==> src/rtl/gpio_pkg.sv <==
`default_nettype none
// ============================================================================
//  Module      : gpio_pkg
//  Description : Shared constants and seven-segment decode for the GPIO
//                board bridge.
//  Revision    : 1.0 - initial release
// ============================================================================
package gpio_pkg;

    localparam int DEFAULT_NUM_SW          = 18;
    localparam int DEFAULT_DEBOUNCE_CYCLES = 50000;
    localparam int DEFAULT_REFRESH_CYCLES  = 50000;
    localparam int DEFAULT_HEX_DIGITS      = 8;

    typedef logic [6:0] seg_t;

    // All segments off (active-low).
    localparam seg_t SEG_BLANK = 7'h7F;

    // Hex nibble to active-low segments {g,f,e,d,c,b,a}.
    function automatic seg_t hex_to_seg(input logic [3:0] nib);
        seg_t seg;
        case (nib)
            4'h0:    seg = 7'h40;
            4'h1:    seg = 7'h79;
            4'h2:    seg = 7'h24;
            4'h3:    seg = 7'h30;
            4'h4:    seg = 7'h19;
            4'h5:    seg = 7'h12;
            4'h6:    seg = 7'h02;
            4'h7:    seg = 7'h78;
            4'h8:    seg = 7'h00;
            4'h9:    seg = 7'h10;
            4'hA:    seg = 7'h08;
            4'hB:    seg = 7'h03;
            4'hC:    seg = 7'h46;
            4'hD:    seg = 7'h21;
            4'hE:    seg = 7'h06;
            default: seg = 7'h0E;
        endcase
        return seg;
    endfunction

endpackage
`default_nettype wire

==> src/rtl/gpio_debounce.sv <==
`default_nettype none
// ============================================================================
//  Module      : gpio_debounce
//  Description : Two-flop synchronizer followed by a shared-counter debouncer.
//                A new value is accepted only after it has been seen unchanged
//                on the synchronizer output for DEBOUNCE_CYCLES+1 cycles.
//  Revision    : 1.0 - initial release
// ============================================================================
module gpio_debounce
    import gpio_pkg::*;
#(
    parameter int WIDTH           = DEFAULT_NUM_SW,
    parameter int DEBOUNCE_CYCLES = DEFAULT_DEBOUNCE_CYCLES
) (
    input  logic             clk,
    input  logic             rst,
    input  logic [WIDTH-1:0] i_sw,
    output logic [WIDTH-1:0] o_stable,
    output logic             o_changed
);

    localparam int                 c_CNT_W    = $clog2(DEBOUNCE_CYCLES);
    localparam logic [c_CNT_W-1:0] c_CNT_LAST = c_CNT_W'(DEBOUNCE_CYCLES - 1);

    logic [WIDTH-1:0]   r_sync1;
    logic [WIDTH-1:0]   r_sync2;
    logic [WIDTH-1:0]   r_cand;
    logic [WIDTH-1:0]   r_stable;
    logic [c_CNT_W-1:0] r_cnt;
    logic               r_changed;

    // Bring the asynchronous switch pins into the clock domain.
    always_ff @(posedge clk or posedge rst) begin
        if (rst) begin
            r_sync1 <= '0;
            r_sync2 <= '0;
        end else begin
            r_sync1 <= i_sw;
            r_sync2 <= r_sync1;
        end
    end

    // Any difference restarts the count; once the count saturates the
    // candidate is (re)loaded each cycle, flagging only real changes.
    always_ff @(posedge clk or posedge rst) begin
        if (rst) begin
            r_cand    <= '0;
            r_cnt     <= '0;
            r_stable  <= '0;
            r_changed <= 1'b0;
        end else begin
            r_changed <= 1'b0;
            if (r_sync2 != r_cand) begin
                r_cand <= r_sync2;
                r_cnt  <= '0;
            end else if (r_cnt < c_CNT_LAST) begin
                r_cnt <= r_cnt + c_CNT_W'(1);
            end else begin
                r_stable  <= r_cand;
                r_changed <= (r_cand != r_stable);
            end
        end
    end

    assign o_stable  = r_stable;
    assign o_changed = r_changed;

endmodule
`default_nettype wire

==> src/rtl/gpio_io_bridge.sv <==
`default_nettype none
// ============================================================================
//  Module      : gpio_io_bridge
//  Description : Board-side GPIO bridge. Feeds the CPU debounced switches and
//                scans the CPU output word onto an 8-digit multiplexed,
//                active-low seven-segment display.
//  Revision    : 1.0 - initial release
// ============================================================================
module gpio_io_bridge
    import gpio_pkg::*;
#(
    parameter int NUM_SW          = DEFAULT_NUM_SW,
    parameter int DEBOUNCE_CYCLES = DEFAULT_DEBOUNCE_CYCLES,
    parameter int REFRESH_CYCLES  = DEFAULT_REFRESH_CYCLES,
    parameter int HEX_DIGITS      = DEFAULT_HEX_DIGITS
) (
    input  logic                  clk,
    input  logic                  rst,
    input  logic [NUM_SW-1:0]     sw,
    input  logic [31:0]           gpio_out,
    output logic [31:0]           gpio_in,
    output logic                  gpio_in_changed,
    output logic [6:0]            seg_n,
    output logic [HEX_DIGITS-1:0] dig_sel_n
);

    localparam int                  c_IDX_W     = $clog2(HEX_DIGITS);
    localparam logic [c_IDX_W-1:0]  c_IDX_LAST  = c_IDX_W'(HEX_DIGITS - 1);
    localparam int                  c_RCNT_W    = (REFRESH_CYCLES > 1) ? $clog2(REFRESH_CYCLES) : 1;
    localparam logic [c_RCNT_W-1:0] c_RCNT_LAST = c_RCNT_W'(REFRESH_CYCLES - 1);

    logic [NUM_SW-1:0]       w_stable;
    logic [c_RCNT_W-1:0]     r_rcnt;
    logic [c_IDX_W-1:0]      r_idx;
    logic [4*HEX_DIGITS-1:0] r_disp;
    logic [6:0]              r_seg_n;
    logic [HEX_DIGITS-1:0]   r_dig_sel_n;

    gpio_debounce #(
        .WIDTH           (NUM_SW),
        .DEBOUNCE_CYCLES (DEBOUNCE_CYCLES)
    ) u_debounce (
        .clk       (clk),
        .rst       (rst),
        .i_sw      (sw),
        .o_stable  (w_stable),
        .o_changed (gpio_in_changed)
    );

    // Zero-extend the switch word; a full-width switch bank needs no padding.
    generate
        if (NUM_SW < 32) begin : g_pad
            assign gpio_in = {{(32 - NUM_SW){1'b0}}, w_stable};
        end else begin : g_full
            assign gpio_in = w_stable;
        end
    endgenerate

    // Advance the digit every REFRESH_CYCLES; latch a new word only at frame
    // wrap so a frame never mixes two values.
    always_ff @(posedge clk or posedge rst) begin
        if (rst) begin
            r_rcnt <= '0;
            r_idx  <= '0;
            r_disp <= '0;
        end else if (r_rcnt == c_RCNT_LAST) begin
            r_rcnt <= '0;
            r_idx  <= r_idx + c_IDX_W'(1);
            if (r_idx == c_IDX_LAST) begin
                r_disp <= gpio_out;
            end
        end else begin
            r_rcnt <= r_rcnt + c_RCNT_W'(1);
        end
    end

    // Register segments and digit enable together so they switch in lockstep.
    always_ff @(posedge clk or posedge rst) begin
        if (rst) begin
            r_seg_n     <= SEG_BLANK;
            r_dig_sel_n <= '1;
        end else begin
            r_seg_n     <= hex_to_seg(r_disp[{r_idx, 2'b00} +: 4]);
            r_dig_sel_n <= ~(HEX_DIGITS'(1) << r_idx);
        end
    end

    assign seg_n     = r_seg_n;
    assign dig_sel_n = r_dig_sel_n;

endmodule
`default_nettype wire
==> config.mk <==
export PLATFORM = sky130hd
export DESIGN_NAME = gpio_io_bridge
export DESIGN_NICKNAME = d
export VERILOG_FILES = /design/src/rtl/gpio_pkg.sv /design/src/rtl/gpio_debounce.sv /design/src/rtl/gpio_io_bridge.sv
export SDC_FILE = /design/constraint.sdc
export NUM_CORES = 1
export LEC_CHECK = 0
export BUFFER_PORTS_ARGS = -buffer_cell sky130_fd_sc_hd__buf_2
export CAP_MARGIN = 15
export CELL_PAD_IN_SITES_DETAIL_PLACEMENT = 1
export CELL_PAD_IN_SITES_GLOBAL_PLACEMENT = 1
export CORE_MARGIN = 10
export CORE_UTILIZATION = 49
export DETAILED_ROUTE_END_ITERATION = 6
export PLACE_DENSITY_LB_ADDON = 0.1
export RECOVER_POWER = 50
export SYNTH_ARGS = -nofsm -noshare
export SYNTH_HDL_FRONTEND = slang
export SYNTH_SLANG_ARGS = --single-unit
==> constraint.sdc <==
create_clock -name clk -period 7.97 [get_ports clk]
set_input_delay 1.594 -clock clk [delete_from_list [all_inputs] [get_ports clk]]
set_output_delay 1.594 -clock clk [all_outputs]
set_load 0.005 [all_outputs]
==> run_results.csv, run 1 <==
group,metric,value,unit
route,routed_wl,13610,um
logic_synthesis,synth-edff-count,0,
clocking,cts.sinks,155,
die,die_x,135.0,um
route,avgRoutedWirePerCell,18.14,um
pwr,intPower,1264,uW
critical_path,crit_start,"rst",
sta,finalWorstSetupSlack,3.272,ns
global_route,antenna_found_initial,0,
die,initial_core_util,50.74,%
global_route,grt.total_usage,16.01,%
run_status,outcome,"complete, but fails checks",
route,drcViolationCount,0,
critical_path,cp.required,8.11,ns
critical_path,crit_fanout,67,
route,antenna_left,0,
pwr,comb_power_share,4.3,%
die,core,12770,um^2
placed_design,dp_cells,717,
die,die_h,135.0,um
placed_design,dp_slack,4.676,ns
die,row_count,41,
placed_design,place_hpwl,9224,um
layout,nFillCells,1308,
critical_path,critPathMaxStageDelay,1.63,ns
clocking,cts_buffers,17,
clocking,root_buffer,"clkbuf_16",
pwr,clkPwrFrac,45.2,%
logic_synthesis,synth-seq-area-share,60.14,%
sta,setup_viol,0,
route,drt_iter0_markers,185,
critical_path,rr_startpoint,"u_debounce.r_cnt[0]$_DFFE_PP0P_",
run_status,violations,"capacitance limit, slew limit",
sta,max_slew.worst_pin.slew,2.903,ns
logic_synthesis,synthFlopType,"dfrtp_1",
logic_synthesis,ys_async_sr_fraction,100.0,%
placed_design,place.port_buffers,85,
sta,min_period,4.698,ns
sta,tns,0,ns
clocking,cts_tree,"yes",
logic_synthesis,yosys.cell_types.count,44,
pwr,swShare,23.17,%
min_path,min_from,"u_debounce.r_sync1[3]$_DFF_PP0_",
critical_path,crit_buf_inv,3,
sta,clock_skew,0.01114,ns
layout,final_cells,750,
layout,fin_nets,630,
sta,rsz0062_at_grt,"false",
route,via_per_inst,5.043,
clocking,cts_resized,0,
placed_design,gp_congestion,0.7470,
pwr,switchingPower,381.0,uW
logic_synthesis,synth.avg_cell_area,13.25,um^2
pwr,vdd_drop_max,146.7,uV
flow_run,cap_violations,3,
clocking,postCtsHoldBufs,0,
global_route,grt_first_pass_wirelength,22710,um
layout,area_growth,15.54,%
sta,maxSlewViolCount,116,
global_route,grt-ovfl-total,0,
clocking,clk_pin_slew,0.06,ns
sta,fin_crit_sh,58.94,%
sta,slew_headroom,-94.57,%
logic_synthesis,syn-cell-area,6481,um^2
clocking,htree_num_levels,4,
clocking,clk_path_buf_depth,2,
pwr,sequentialPowerShare,50.5,%
critical_path,worstPathCellList,"clkbuf_1, clkinvlp_2, clkbuf_1",
critical_path,crit_path_end_kind,"async pin",
global_route,grt_pass1_vias,4405,
sta,finalHoldViolCount,0,
clocking,postCtsSetupBuffers,0,
layout,insertedDiodeCount,0,
pwr,total_power,1645,uW
critical_path,arrival,4.84,ns
min_path,hold_class,"reg2reg",
critical_path,cp_slowest_cell,"clkinvlp_2",
logic_synthesis,synth_cells,489,
logic_synthesis,yosys_warnings,0,
route,firstDrtPassIters,4,
critical_path,crit_type,"in2async",
pwr,power.density,219.6,nW/um^2
clocking,clk_latency,0.43,ns
logic_synthesis,ys_ff_latch,155,
die,pin_count,100,
critical_path,start_kind,"input pin",
pwr,p_leak,0.003451,uW
layout,drive_gt1_share,24.57,%
route,vias,3782,
sta,max_freq,0.2129,GHz
die,die_area,18230,um^2
critical_path,cp_common_cell,"clkbuf_1",
global_route,grt_start_max_net_pins,90,
critical_path,critPathTopFamily,"buffers and inverters",
## power groups by stage
stage          combinational (uW)  sequential, uW  clock (uW)
6_report                     71.2             830         743
5_1_grt                      81.0             833         801
3_3_place_gp                 68.6             842           0
2_1_floorplan                50.5             840           0
4_1_cts                      72.3             830         764
3_5_place_dp                 70.9             844           0
## state kept, by name (all words and copies together) (netlist names)
name	flops
seg_n	7
u_debounce.o_changed	1
u_debounce.r_sync2	18
u_debounce.r_sync1	18
r_rcnt	16
dig_sel_n	8
r_idx	3
u_debounce.o_stable	18
u_debounce.r_cnt	16
r_disp	32
u_debounce.r_cand	18
## cells by family after synthesis
logic type / after synthesis / synth area share (%)
AO/OA/AOI/OAI: 16 / 2.027
AND/OR/NAND/NOR: 116 / 8.900
adder cells (fa/ha/maj): 13 / 2.510
other: 1 / 0.05786
XOR/XNOR: 64 / 8.649
buffers and inverters: 55 / 4.421
multiplexers: 69 / 13.30
flip-flops: 155 / 60.14
## cell usage after synthesis (2+ instances only)
cell      count  area, um^2
mux4_2        8       180.2
buf_4        16       120.1
and4_1        2       17.52
nor2_2        2       12.51
nor2_1       30       112.6
mux2_1       50       563.0
a21oi_1       2       10.01
xnor2_1      42       367.9
mux2i_1       9       90.09
and3_1        9       56.30
ha_1         13       162.7
dfrtp_1     140        3503
a22o_1        2       17.52
buf_6         2       22.52
nor3b_1       3       22.52
xor2_1       22       192.7
dfstp_2      15       394.1
buf_2         4       20.02
nor4_1        8       50.05
nand3_1      10       50.05
nor3_1       10       50.05
nand4_1       8       50.05
clkbuf_1     22       82.58
o21ai_1       4       20.02
inv_1        10       37.54
nand2_1      28       105.1
## stage by stage
step | util (%) | hold slack (ns) | area (um^2)
floorplan | - | 0.3312 | 6530
global placement | 54.37 | 0.3329 | 6945
detailed placement | 54.37 | 0.3356 | 6945
CTS | 58.68 | 0.3448 | 7496
global route | 58.62 | 0.3563 | 7488
finish | 58.62 | 0.3438 | 7488
## metal layers
layer / vias to the layer above / GRT usage (%) / wire length (um)
met5: - / 0 / 0
met4: 0 / 5.861 / 150
met3: 10 / 5.638 / 705
met2: 67 / 26.58 / 6933
met1: 1923 / 18.75 / 5816
li1: 1782 / - / -
## layout by cell type, fill, tap and decap left out, types with 2 or more instances in the layout
cell	instances
buf_2	80
conb_1	14
dfstp_2	15
a21oi_1	2
clkinvlp_4	3
clkbuf_1	7
clkinv_4	6
ha_1	13
xor2_1	22
inv_1	9
clkinv_2	2
dfrtp_1	140
clkbuf_8	2
and3_1	9
xnor2_1	42
mux2_1	50
nand3_1	10
mux2i_1	9
nand2_1	28
clkbuf_16	17
nor3_1	10
mux4_2	8
nor4_1	8
nor3b_1	3
a22o_1	2
and4_1	2
nor2_1	31
o21ai_1	3
nand4_1	8
## worst paths after layout
| kind | endpoint | slack (ns) | depth (start not counted) |
|---|---|---|---|
| worst min-delay path | u_debounce.r_sync2[3]$_DFF_PP0_ | 0.34 | 0 |
| worst max register to register | u_debounce.o_stable[0]$_DFFE_PP0P_ | 3.38 | 6 |
| worst max-delay path | u_debounce.r_sync1[1]$_DFF_PP0_ | 3.27 | 3 |
| min in group asynchronous | u_debounce.r_sync1[10]$_DFF_PP0_ | 1.97 | 2 |
| max in group clk | u_debounce.o_stable[0]$_DFFE_PP0P_ | 3.38 | 6 |
| worst min register to register | u_debounce.r_sync2[3]$_DFF_PP0_ | 0.34 | 0 |
## layout make-up
type / instances / area [um^2] / area share, %
repair buffers: 88 / 457.9 / 6.115
clock buffers: 20 / 456.7 / 6.099
clock inverters: 12 / 93.84 / 1.253
inverters: 11 / 42.54 / 0.5681
well taps: 172 / 215.2 / 2.874
flip-flops and latches: 155 / 3897 / 52.05
multi-input cells: 292 / 2325 / 31.04
Power figures use the tool's default switching activity.
==> run 2, diff against run 1 <==
- CORE_UTILIZATION: 49 -> 41
- clock period: 7.97 -> 3.86 ns (I/O delays scaled with it)
==> run 2 against run 1 <==
The flow still finishes with violations (capacitance limit, slew limit). First-iteration DRC count decreased by 34%. Critical path depth rose by 3. Via count grew 2.1%. Clock skew down 0.0024 ns. Register-to-register slack worse by 2.4 ns. Non-clock buffer count rose by 1. Die area rose by 17%. Critical endpoint is now u_debounce.o_stable[13]$_DFFE_PP0P_.
==> run_results.csv, run 2 (synthesis gave the netlist of run 1 again) <==
group,metric,value,unit
run_status,outcome,"complete, but fails checks",
run_status,violations,"capacitance limit, slew limit",
placed_design,place_hpwl,9723,um
die,pin_count,100,
sta,clock_skew,0.008694,ns
sta,whs,0.3492,ns
critical_path,arrival,3.22,ns
global_route,grt-ovfl-total,0,
sta,rsz0062_at_grt,"false",
critical_path,start_kind,"register",
die,row_count,45,
die,initial_core_util,42.17,%
global_route,grt_start_max_net_pins,98,
clocking,postCtsHoldBufs,0,
layout,mostFrequentLayoutCell,"dfrtp_1",
sta,setup_viol,0,
layout,nFillCells,1575,
critical_path,crit_fanout,18,
critical_path,rr_worst_depth,6,
die,die_area,21240,um^2
route,via_per_inst,4.886,
layout,drive_gt1_share,25.22,%
global_route,antenna_found_initial,0,
layout,top_register,"r_disp",
pwr,p_leak,0.003463,uW
route,routed_wl,13580,um
critical_path,critPathMaxStageDelay,0.82,ns
clocking,htree_num_levels,4,
global_route,grt.total_usage,13.41,%
clocking,cts_tree,"yes",
clocking,postCtsSetupBuffers,0,
clocking,cts_resized,0,
global_route,grt_first_pass_wirelength,22920,um
sta,tns,0,ns
placed_design,gp_congestion,0.8006,
layout,layout_common_cells,"dfrtp_1, buf_2, mux2_1, xnor2_1, nor2_1",
sta,max_slew.worst_pin.slew,1.605,ns
clocking,cts.sinks,155,
min_path,min_delay_path_depth,0,
clocking,clk_latency,0.43,ns
layout,largest_register_ffs,32,
route,drt_iter0_markers,123,
critical_path,cp_slowest_cell,"and3b_1",
sta,maxSlewViolCount,39,
sta,max_freq,0.3423,GHz
route,avgRoutedWirePerCell,17.19,um
sta,finalHoldViolCount,0,
die,die_x,145.7,um
sta,finalWorstSetupSlack,0.9390,ns
die,die_h,145.7,um
placed_design,post_dp_cell_area,7020,um^2
critical_path,crit_path_end_kind,"register",
pwr,power.density,467.1,nW/um^2
placed_design,place.port_buffers,85,
layout,insertedDiodeCount,0,
min_path,hold_class,"reg2reg",
layout,final_cell_area,7594,um^2
placed_design,dp_slack,0.9756,ns
sta,fin_crit_sh,75.67,%
critical_path,worstPathCellList,"ha_1, nand3_1, a2111oi_4, nor2_2, and3b_1, mux2_1",
sta,slew_headroom,-7.582,%
route,antenna_left,0,
clocking,cts_buffers,17,
global_route,grt_pass1_vias,4293,
pwr,vdd_drop_max,360.7,uV
critical_path,crit_type,"reg2reg",
sta,min_period,2.921,ns
die,core,15370,um^2
clocking,root_buffer,"clkbuf_16",
clocking,clk_pin_slew,0.06,ns
route,firstDrtPassIters,6,
layout,fin_nets,631,
flow_run,cap_violations,1,
critical_path,cp.required,4.16,ns
layout,area_growth,17.16,%
layout,utilization,49.40,%
route,drcViolationCount,0,
route,vias,3860,
clocking,clk_path_buf_depth,2,
run 2: cell count changes in the layout (fill, tap and decap cells not counted), moves of 2 or more:
cell	change
inv_6	+3
clkinv_4	-4
bufinv_16	+2
clkinvlp_4	+2
clkinv_2	-2
run 2: area by class of cell:
| type | count | area, um^2 | share of cell area, % |
|---|---|---|---|
| clock buffers | 18 | 439.2 | 5.783 |
| clock inverters | 14 | 161.4 | 2.126 |
| inverters | 11 | 42.54 | 0.5602 |
| multi-input cells | 292 | 2346 | 30.89 |
| flip-flops and latches | 155 | 3897 | 51.33 |
| well taps | 211 | 264.0 | 3.477 |
| repair buffers | 89 | 442.9 | 5.833 |
run 2: layer usage:
layer	part of all wire, %	vias up	GRT usage (%)
li1	-	1775	-
met2	50	74	21.50
met4	1.3	0	4.803
met5	0	-	0
met3	5.1	15	4.812
met1	43	1996	16.28
run 2: through the flow:
stage / total power [uW] / instances
floorplan: 1839 / 502
global placement: 1886 / 758
detailed placement: 1893 / 758
CTS: 3596 / 790
global route: 3700 / 790
finish: 3547 / 790
run 2: worst paths after layout:
path,startpoint,to,slack [ns]
setup reg to reg,u_debounce.r_cnt[0]$_DFFE_PP0P_,u_debounce.o_stable[13]$_DFFE_PP0P_,0.94
setup / recovery,u_debounce.r_cnt[0]$_DFFE_PP0P_,u_debounce.o_stable[13]$_DFFE_PP0P_,0.94
max in group asynchronous,rst,u_debounce.r_cnt[11]$_DFFE_PP0P_,1.10
hold / removal,u_debounce.r_sync1[8]$_DFF_PP0_,u_debounce.r_sync2[8]$_DFF_PP0_,0.35
min in group asynchronous,rst,u_debounce.r_sync1[7]$_DFF_PP0_,0.72
hold reg to reg,u_debounce.r_sync1[8]$_DFF_PP0_,u_debounce.r_sync2[8]$_DFF_PP0_,0.35
run 2: critical path, delay by kind of cell (launching register included):
| kind | cells | cell delay (ns) |
|---|---|---|
| AO/OA/AOI/OAI | 1 | 0.67 |
| multiplexers | 1 | 0.40 |
| flip-flops | 1 | 0.42 |
| AND/OR/NAND/NOR | 3 | 1.09 |
| adder cells (fa/ha/maj) | 1 | 0.21 |
run 2: where the power goes:
group          internal (uW)  total [uW]  switching [uW]
logic                   64.5         142            77.5
clock network            983        1690             709
registers               1680        1710            31.7
total                   2730        3550             818
